`src/rtl/fb_arbiter.sv`:
```
// Frame-buffer port arbiter: display line prefetch into a line buffer with
// camera writes forced in after every BURST reads, plus overrun detection.
module fb_arbiter #(
    parameter int IMG_W  = 320,
    parameter int IMG_H  = 240,
    parameter int ADDR_W = 17,
    parameter int DATA_W = 16,
    parameter int BURST  = 8
) (
    input  logic              clk,
    input  logic              reset,
    input  logic              line_req,
    input  logic [7:0]        line_num,
    input  logic              cam_wr_req,
    input  logic [ADDR_W-1:0] cam_wr_addr,
    input  logic [DATA_W-1:0] cam_wr_data,
    output logic              cam_wr_ack,
    output logic [ADDR_W-1:0] mem_addr,
    output logic [DATA_W-1:0] mem_wdata,
    output logic              mem_we,
    output logic              mem_re,
    input  logic [DATA_W-1:0] mem_rdata,
    output logic              lb_we,
    output logic [8:0]        lb_waddr,
    output logic [DATA_W-1:0] lb_wdata,
    output logic              line_done,
    output logic              busy,
    output logic              overrun,
    input  logic              overrun_clr
);
    localparam int BW = $clog2(BURST + 1);

    typedef enum logic [1:0] {IDLE, CAM_WR, DISP_RD, DRAIN} state_t;

    state_t            r_state;
    logic [7:0]        r_line;
    logic [8:0]        r_col;
    logic [BW-1:0]     r_burst;
    logic              r_in_line;
    logic              r_reads_done;
    logic              r_drain;
    logic              r_mem_re;
    logic              r_mem_we;
    logic [ADDR_W-1:0] r_mem_addr;
    logic [DATA_W-1:0] r_mem_wdata;
    logic              r_busy;
    logic              r_overrun;
    logic              r_s1_v;
    logic [8:0]        r_s1_col;
    logic              r_lb_we;
    logic [8:0]        r_lb_waddr;
    logic              r_line_done;

    logic [8:0]        w_col_next;
    logic [BW-1:0]     w_burst_next;
    logic              w_burst_full;
    logic              w_last_col;
    logic              w_line_ok;
    logic [ADDR_W-1:0] w_addr_start;
    logic [ADDR_W-1:0] w_addr_cur;
    logic [ADDR_W-1:0] w_addr_next;

    assign w_col_next   = r_col + 9'd1;
    assign w_burst_next = r_burst + 1'b1;
    assign w_burst_full = (w_burst_next == BW'(BURST));
    assign w_last_col   = (r_col == 9'(IMG_W - 1));
    assign w_line_ok    = (32'(line_num) < 32'(IMG_H));
    assign w_addr_start = ADDR_W'(32'(line_num) * 32'(IMG_W));
    assign w_addr_cur   = ADDR_W'(32'(r_line) * 32'(IMG_W) + 32'(r_col));
    assign w_addr_next  = ADDR_W'(32'(r_line) * 32'(IMG_W) + 32'(w_col_next));

    always_ff @(posedge clk or negedge reset) begin
        if (!reset) begin
            r_state      <= IDLE;
            r_line       <= '0;
            r_col        <= '0;
            r_burst      <= '0;
            r_in_line    <= 1'b0;
            r_reads_done <= 1'b0;
            r_drain      <= 1'b0;
            r_mem_re     <= 1'b0;
            r_mem_we     <= 1'b0;
            r_mem_addr   <= '0;
            r_mem_wdata  <= '0;
            r_busy       <= 1'b0;
        end else begin
            // NOTE: strobes default low on every edge; a state re-asserts them
            // only for the cycle it owns, so they can never stick high.
            r_mem_re <= 1'b0;
            r_mem_we <= 1'b0;
            case (r_state)
                IDLE: begin
                    if (line_req) begin
                        if (w_line_ok) begin
                            r_state      <= DISP_RD;
                            r_busy       <= 1'b1;
                            r_line       <= line_num;
                            r_col        <= '0;
                            r_burst      <= '0;
                            r_in_line    <= 1'b1;
                            r_reads_done <= 1'b0;
                            r_mem_re     <= 1'b1;
                            r_mem_addr   <= w_addr_start;
                        end
                    end else if (cam_wr_req) begin
                        r_state     <= CAM_WR;
                        r_busy      <= 1'b1;
                        r_in_line   <= 1'b0;
                        r_mem_we    <= 1'b1;
                        r_mem_addr  <= cam_wr_addr;
                        r_mem_wdata <= cam_wr_data;
                    end
                end
                DISP_RD: begin
                    if (w_burst_full && cam_wr_req) begin
                        r_state      <= CAM_WR;
                        r_mem_we     <= 1'b1;
                        r_mem_addr   <= cam_wr_addr;
                        r_mem_wdata  <= cam_wr_data;
                        r_burst      <= '0;
                        r_col        <= w_col_next;
                        r_reads_done <= w_last_col;
                    end else if (w_last_col) begin
                        r_state <= DRAIN;
                        r_drain <= 1'b0;
                    end else begin
                        r_mem_re   <= 1'b1;
                        r_mem_addr <= w_addr_next;
                        r_col      <= w_col_next;
                        // Saturate so a late camera request goes in at the next read slot.
                        if (!w_burst_full) r_burst <= w_burst_next;
                    end
                end
                CAM_WR: begin
                    if (!r_in_line) begin
                        r_state <= IDLE;
                        r_busy  <= 1'b0;
                    end else if (r_reads_done) begin
                        r_state <= DRAIN;
                        r_drain <= 1'b0;
                    end else begin
                        r_state    <= DISP_RD;
                        r_mem_re   <= 1'b1;
                        r_mem_addr <= w_addr_cur;
                    end
                end
                DRAIN: begin
                    r_drain <= 1'b1;
                    if (r_drain) begin
                        r_state   <= IDLE;
                        r_busy    <= 1'b0;
                        r_in_line <= 1'b0;
                    end
                end
                default: r_state <= IDLE;
            endcase
        end
    end

    always_ff @(posedge clk or negedge reset) begin
        if (!reset)                           r_overrun <= 1'b0;
        else if (line_req && r_state != IDLE) r_overrun <= 1'b1;
        else if (overrun_clr)                 r_overrun <= 1'b0;
    end

    // Two-stage column pipeline aligned with the memory's fixed read latency.
    always_ff @(posedge clk or negedge reset) begin
        if (!reset) begin
            r_s1_v      <= 1'b0;
            r_s1_col    <= '0;
            r_lb_we     <= 1'b0;
            r_lb_waddr  <= '0;
            r_line_done <= 1'b0;
        end else begin
            r_s1_v      <= r_mem_re;
            r_s1_col    <= r_col;
            r_lb_we     <= r_s1_v;
            r_lb_waddr  <= r_s1_col;
            r_line_done <= r_s1_v && (r_s1_col == 9'(IMG_W - 1));
        end
    end

    assign mem_re     = r_mem_re;
    assign mem_we     = r_mem_we;
    assign cam_wr_ack = r_mem_we;
    assign mem_addr   = r_mem_addr;
    assign mem_wdata  = r_mem_wdata;
    assign busy       = r_busy;
    assign overrun    = r_overrun;
    assign lb_we      = r_lb_we;
    assign lb_waddr   = r_lb_waddr;
    assign line_done  = r_line_done;
    assign lb_wdata   = r_lb_we ? mem_rdata : '0;

endmodule

```
`config.mk`:
```
export PLATFORM = sky130hd
export DESIGN_NAME = fb_arbiter
export DESIGN_NICKNAME = d
export VERILOG_FILES = /design/src/rtl/fb_arbiter.sv
export SDC_FILE = /design/constraint.sdc
export NUM_CORES = 1
export LEC_CHECK = 0
export ABC_AREA = 1
export BUFFER_PORTS_ARGS = -buffer_cell sky130_fd_sc_hd__clkbuf_2
export CORE_ASPECT_RATIO = 2
export CORE_UTILIZATION = 58
export CTS_CLUSTER_DIAMETER = 40
export DETAILED_ROUTE_END_ITERATION = 10
export HOLD_SLACK_MARGIN = 0.06
export PLACE_DENSITY = 0.92
export RECOVER_POWER = 25
export SLEW_MARGIN = 5
export SYNTH_ARGS = -nofsm -noshare
export SYNTH_HDL_FRONTEND = slang
export SYNTH_SLANG_ARGS = --single-unit
```
`constraint.sdc`:
```
create_clock -name clk -period 6.7 [get_ports clk]
set_clock_uncertainty 0.1 [all_clocks]
set_input_delay 1.005 -clock clk [delete_from_list [all_inputs] [get_ports clk]]
set_output_delay 1.005 -clock clk [all_outputs]
set_load 0.01 [all_outputs]
```
==> results.txt <==
Most used cell along the critical path: nand2_1. Horizontal extent of the die: 68.83 um. Setup repair after global routing left no endpoint under its margin. Final antenna-violating net count: 0.

Headroom to the max-slew limit came out at 31.14%. Number of antenna violations at the first check in global routing: 0. The core occupancy in the finished layout came out at 70.67%. Entering global routing, the biggest net connects 85 pins. From synthesis to final layout, the design area changed by 18.00%. The worst register-to-register path has a setup slack of 3.49 ns. Global routing finished with a remaining overflow of 0. The congestion estimate from routability-driven global placement came to 1.019. Adding up every negative setup slack in the final design gives 0 ns. The flop and latch count out of synthesis works out to 84.

The number of maximum-capacitance violations was 0; the number of port buffers was 126. The distinct cell type count after synthesis is 41, and the total buffers and inverters traversed by the critical path is 1. TritonCTS created 9 clock buffers.

The number of hold violations in the final report was 0; the reported leakage power was 3.340 nW. The kind of end point of the critical path was a register. The detailed-router iteration count before antenna repair was 5; the total length of routed wires was 14.71 mm.

The path with the worst hold slack has its endpoint at lb_waddr[7]$_DFF_PN0_. The cell area after synthesis is 0.005180 mm^2. The worst-case IR drop observed on VDD is 0.3594 mV. The number of warnings reported in the yosys synthesis log came out at 0. The run gives 0.009336 mm^2 as the full die area. For this run, the post-layout net count is 853. The endpoint identified for the worst register-to-register timing path is mem_addr[16]$_DFFE_PN0P_. The antenna cell count is 0, and the detailed route wirelength on metal3 is 988 um. Signal routing reaches up to met4. Die outline height: 135.7 um. The run gives 55.4% as the combinational group share of total power. On the critical path, the stage with the largest delay is an instance of dfrtp_1. The multi-input combinational cells in the finished layout cover a total of 0.002669 mm^2. The clock slew at the register clock pins of the worst setup and hold paths came out at 0.06 ns.

Overall power after layout: 2.969 mW. The number of stages on the worst hold path is 0, and the initial cell density of the core is 59.90%. The cell count after synthesis is 633, and the max-slew violation total from the final report is 0. The final period demand of the worst path is 3.215 ns.

The global-route wire length before repair came out at 22.54 mm. The via count of the first global-routing pass was 4,970. The number of DRC markers in iteration 0 was 427.

Sequential cells burn 27.7% of the power. The power per cell area was 485.7 mW/mm^2. Total routed wire length on the met1 layer: 4.703 mm. The critical setup path kind was reg -> reg.

In this run the critical register-to-register path is launched from r_col[0]$_DFFE_PN0P_. The ratio of cells with drive above 1 in the final layout is 23.41%, and the total met2 wirelength after detailed routing is 7.928 mm. At the pin with the least slew margin, the transition time is 1.033 ns. Setup violations remaining at the end of the flow were counted as 0. Once the clock tree was built, the resizer swapped 0 gates to a different size.

The total global-route track usage was 33.33%. Origin of the worst min-delay path: r_s1_col[7]$_DFF_PN0_. The clock sink total was 84. In this run the worst path has a maximum fanout of 4. The final routed wire length divided by cell count works out to 17.18 um. After floorplanning, the core was divided into 48 placement rows. The run finished with clean final reports. The number of cells on the worst reg-to-reg path is 18. During I/O placement, the number of pins put on the boundary was 127. The vias per cell is 5.870. The share of power burned in the clock network was 16.9%; the ratio of final minimum period to clock period was 47.98%. The count of vias placed by the detailed router came out at 5,025. The library cells used most frequently in the layout, excluding fill and tap cells, are nand2_1, clkbuf_2, dfrtp_1, inv_1, nand3_1. For this design the total switching power over the nets is 1.415 mW. The post-synthesis average cell area is 8.183 um^2. The share of total power consumed by net switching was 47.67%.

In this run the clock root is driven by a clkbuf_16. The internal power of the cells totals 1.553 mW. The family with the most delay on the worst path was simple AND/OR/NAND/NOR gates. The number of nets in the synthesized netlist is 735. The tools report the nature of the critical path startpoint as a register. Data arrives at the worst endpoint at 3.34 ns.

Clock latency on the worst-skew pair, taken at its later pin, is 0.34 ns. Based on the critical path, the design can be clocked at up to 0.3111 GHz. The longest clock path from root to sink contains 2 buffers. In this run, post-CTS hold repair placed 0 buffers. The region available for standard cell placement spans 0.008648 mm^2. The post-CTS setup repair buffer count is 0, and the endpoint required time on the critical path is 6.82 ns. The biggest cell delay along the critical path works out to 0.43 ns. The worst hold path belongs to the class reg -> reg. The tools report the sequential standard cell area as 0.002102 mm^2.

The H-tree was split into 3 levels. TritonCTS built the clock tree. Most common library cell in the layout ignoring fill and taps: nand2_1. The signal on the critical path passes through ha_1, nand3_1, nor2_1, nand2_1, xor2_1, inv_1, ha_1, fa_1, a21oi_1, nor3_1, nand3_1, nor2_1, nand2_1, nand2_1, nand2_1, nand3_1, nand2_1, a21oi_1. The number of filler cells placed in the layout was 721.

The HPWL after detailed placement was 11.30 mm; the post-route DRC violation count was 0. The part of the Yosys area used for sequential elements is 40.58%.
-- state kept, by name, indices dropped and copies added (netlist names), 2 cells and up --
| name | flops |
|---|---|
| r_col | 9 |
| mem_addr | 17 |
| r_state | 2 |
| r_burst | 4 |
| r_s1_col | 9 |
| lb_waddr | 9 |
| r_line | 8 |
| mem_wdata | 16 |
-- final cells by class --
type	count	share of cell area, %
sequential	84	34.39
tap	100	2.047
clock inverter	6	1.024
clock buffer	10	3.910
multi-input combinational	456	43.66
timing repair buffer	126	10.34
inverter	74	4.626
-- how the worst max path moves through the flow --
| stage | slack (ns) | end | startpoint | cells after the start |
|---|---|---|---|---|
| global route | 3.32 | mem_addr[16]$_DFFE_PN0P_ | r_col[0]$_DFFE_PN0P_ | 18 |
| CTS | 3.53 | mem_addr[16]$_DFFE_PN0P_ | r_col[0]$_DFFE_PN0P_ | 18 |
| detailed placement | 3.54 | r_col[8]$_DFFE_PN0P_ | line_req | 9 |
| floorplan | 3.93 | mem_addr[15]$_DFFE_PN0P_ | line_num[1] | 13 |
| global placement | 3.65 | r_col[7]$_DFFE_PN0P_ | line_req | 9 |
| finish | 3.49 | mem_addr[16]$_DFFE_PN0P_ | r_col[0]$_DFFE_PN0P_ | 18 |
-- kinds of logic (layout without fill, tap and decap cells) --
group / after synthesis / in the layout / synth area share [%]
simple gates: 281 / 281 / 24.20
compound gates: 105 / 105 / 11.09
buf+inv: 93 / 216 / 7.899
flops: 84 / 84 / 40.58
fa+ha+maj: 40 / 40 / 10.24
mux: 16 / 16 / 3.478
xor+xnor: 14 / 14 / 2.512
-- power groups by stage --
stage / logic [mW] / clock network, mW / registers (mW)
4_1_cts: 1.63 / 0.502 / 0.820
2_1_floorplan: 1.11 / 0 / 0.840
6_report: 1.65 / 0.502 / 0.821
5_1_grt: 1.82 / 0.520 / 0.842
3_3_place_gp: 1.57 / 0 / 0.806
3_5_place_dp: 1.61 / 0 / 0.826
-- synth_stat cells --
library cell  instances  area share [%]
fa_1                  4             1.5
a21oi_1              44             4.3
ha_1                 36             8.7
mux2_1                2            0.43
nor3_2                1            0.19
inv_1                71             5.1
nor3_1                5            0.48
xnor2_1               3            0.51
nand2_1             166              12
nand4_1               6            0.72
a211oi_1              1            0.14
nor4_4                1            0.41
a22oi_2               1            0.24
or2_2                 1            0.12
clkbuf_1              9            0.65
nor2_4                2            0.43
a211oi_2              1            0.24
nand2_4               3            0.65
xor2_1               10             1.7
o31ai_1               4            0.58
a31oi_1               4            0.48
mux2_2               14             3.0
inv_2                 2            0.14
nand2_2               4            0.48
o21ai_1              10            0.97
buf_6                 6             1.3
buf_2                 2            0.19
nor2_2                1            0.12
nand3_2               1            0.19
inv_6                 1            0.17
o21ai_0              32             3.1
nand3_1              56             5.4
buf_4                 2            0.29
dfrtp_1              84              41
o22ai_1               4            0.48
o211ai_1              3            0.43
nand2_8               1            0.39
xor2_2                1            0.31
o2111ai_1             1            0.17
nor4_2                1            0.24
nor2_1               32             2.3
-- metrics by stage --
step	hold WS (ns)	setup slack [ns]	instances	cell area, um^2
after global routing	0.2851	3.320	856	6112
after floorplan	0.2533	3.926	633	5180
after global placement	0.2569	3.646	840	5812
final	0.2740	3.485	856	6112
after detailed placement	0.2623	3.543	840	5812
after CTS	0.2776	3.528	856	6113
-- metal layers --
metal,vias up,track usage (%)
li1,2332,-
met1,2343,30.50
met2,277,61.00
met3,73,6.566
met4,0,23.70
met5,-,0
(Power assumes the default switching activity.)
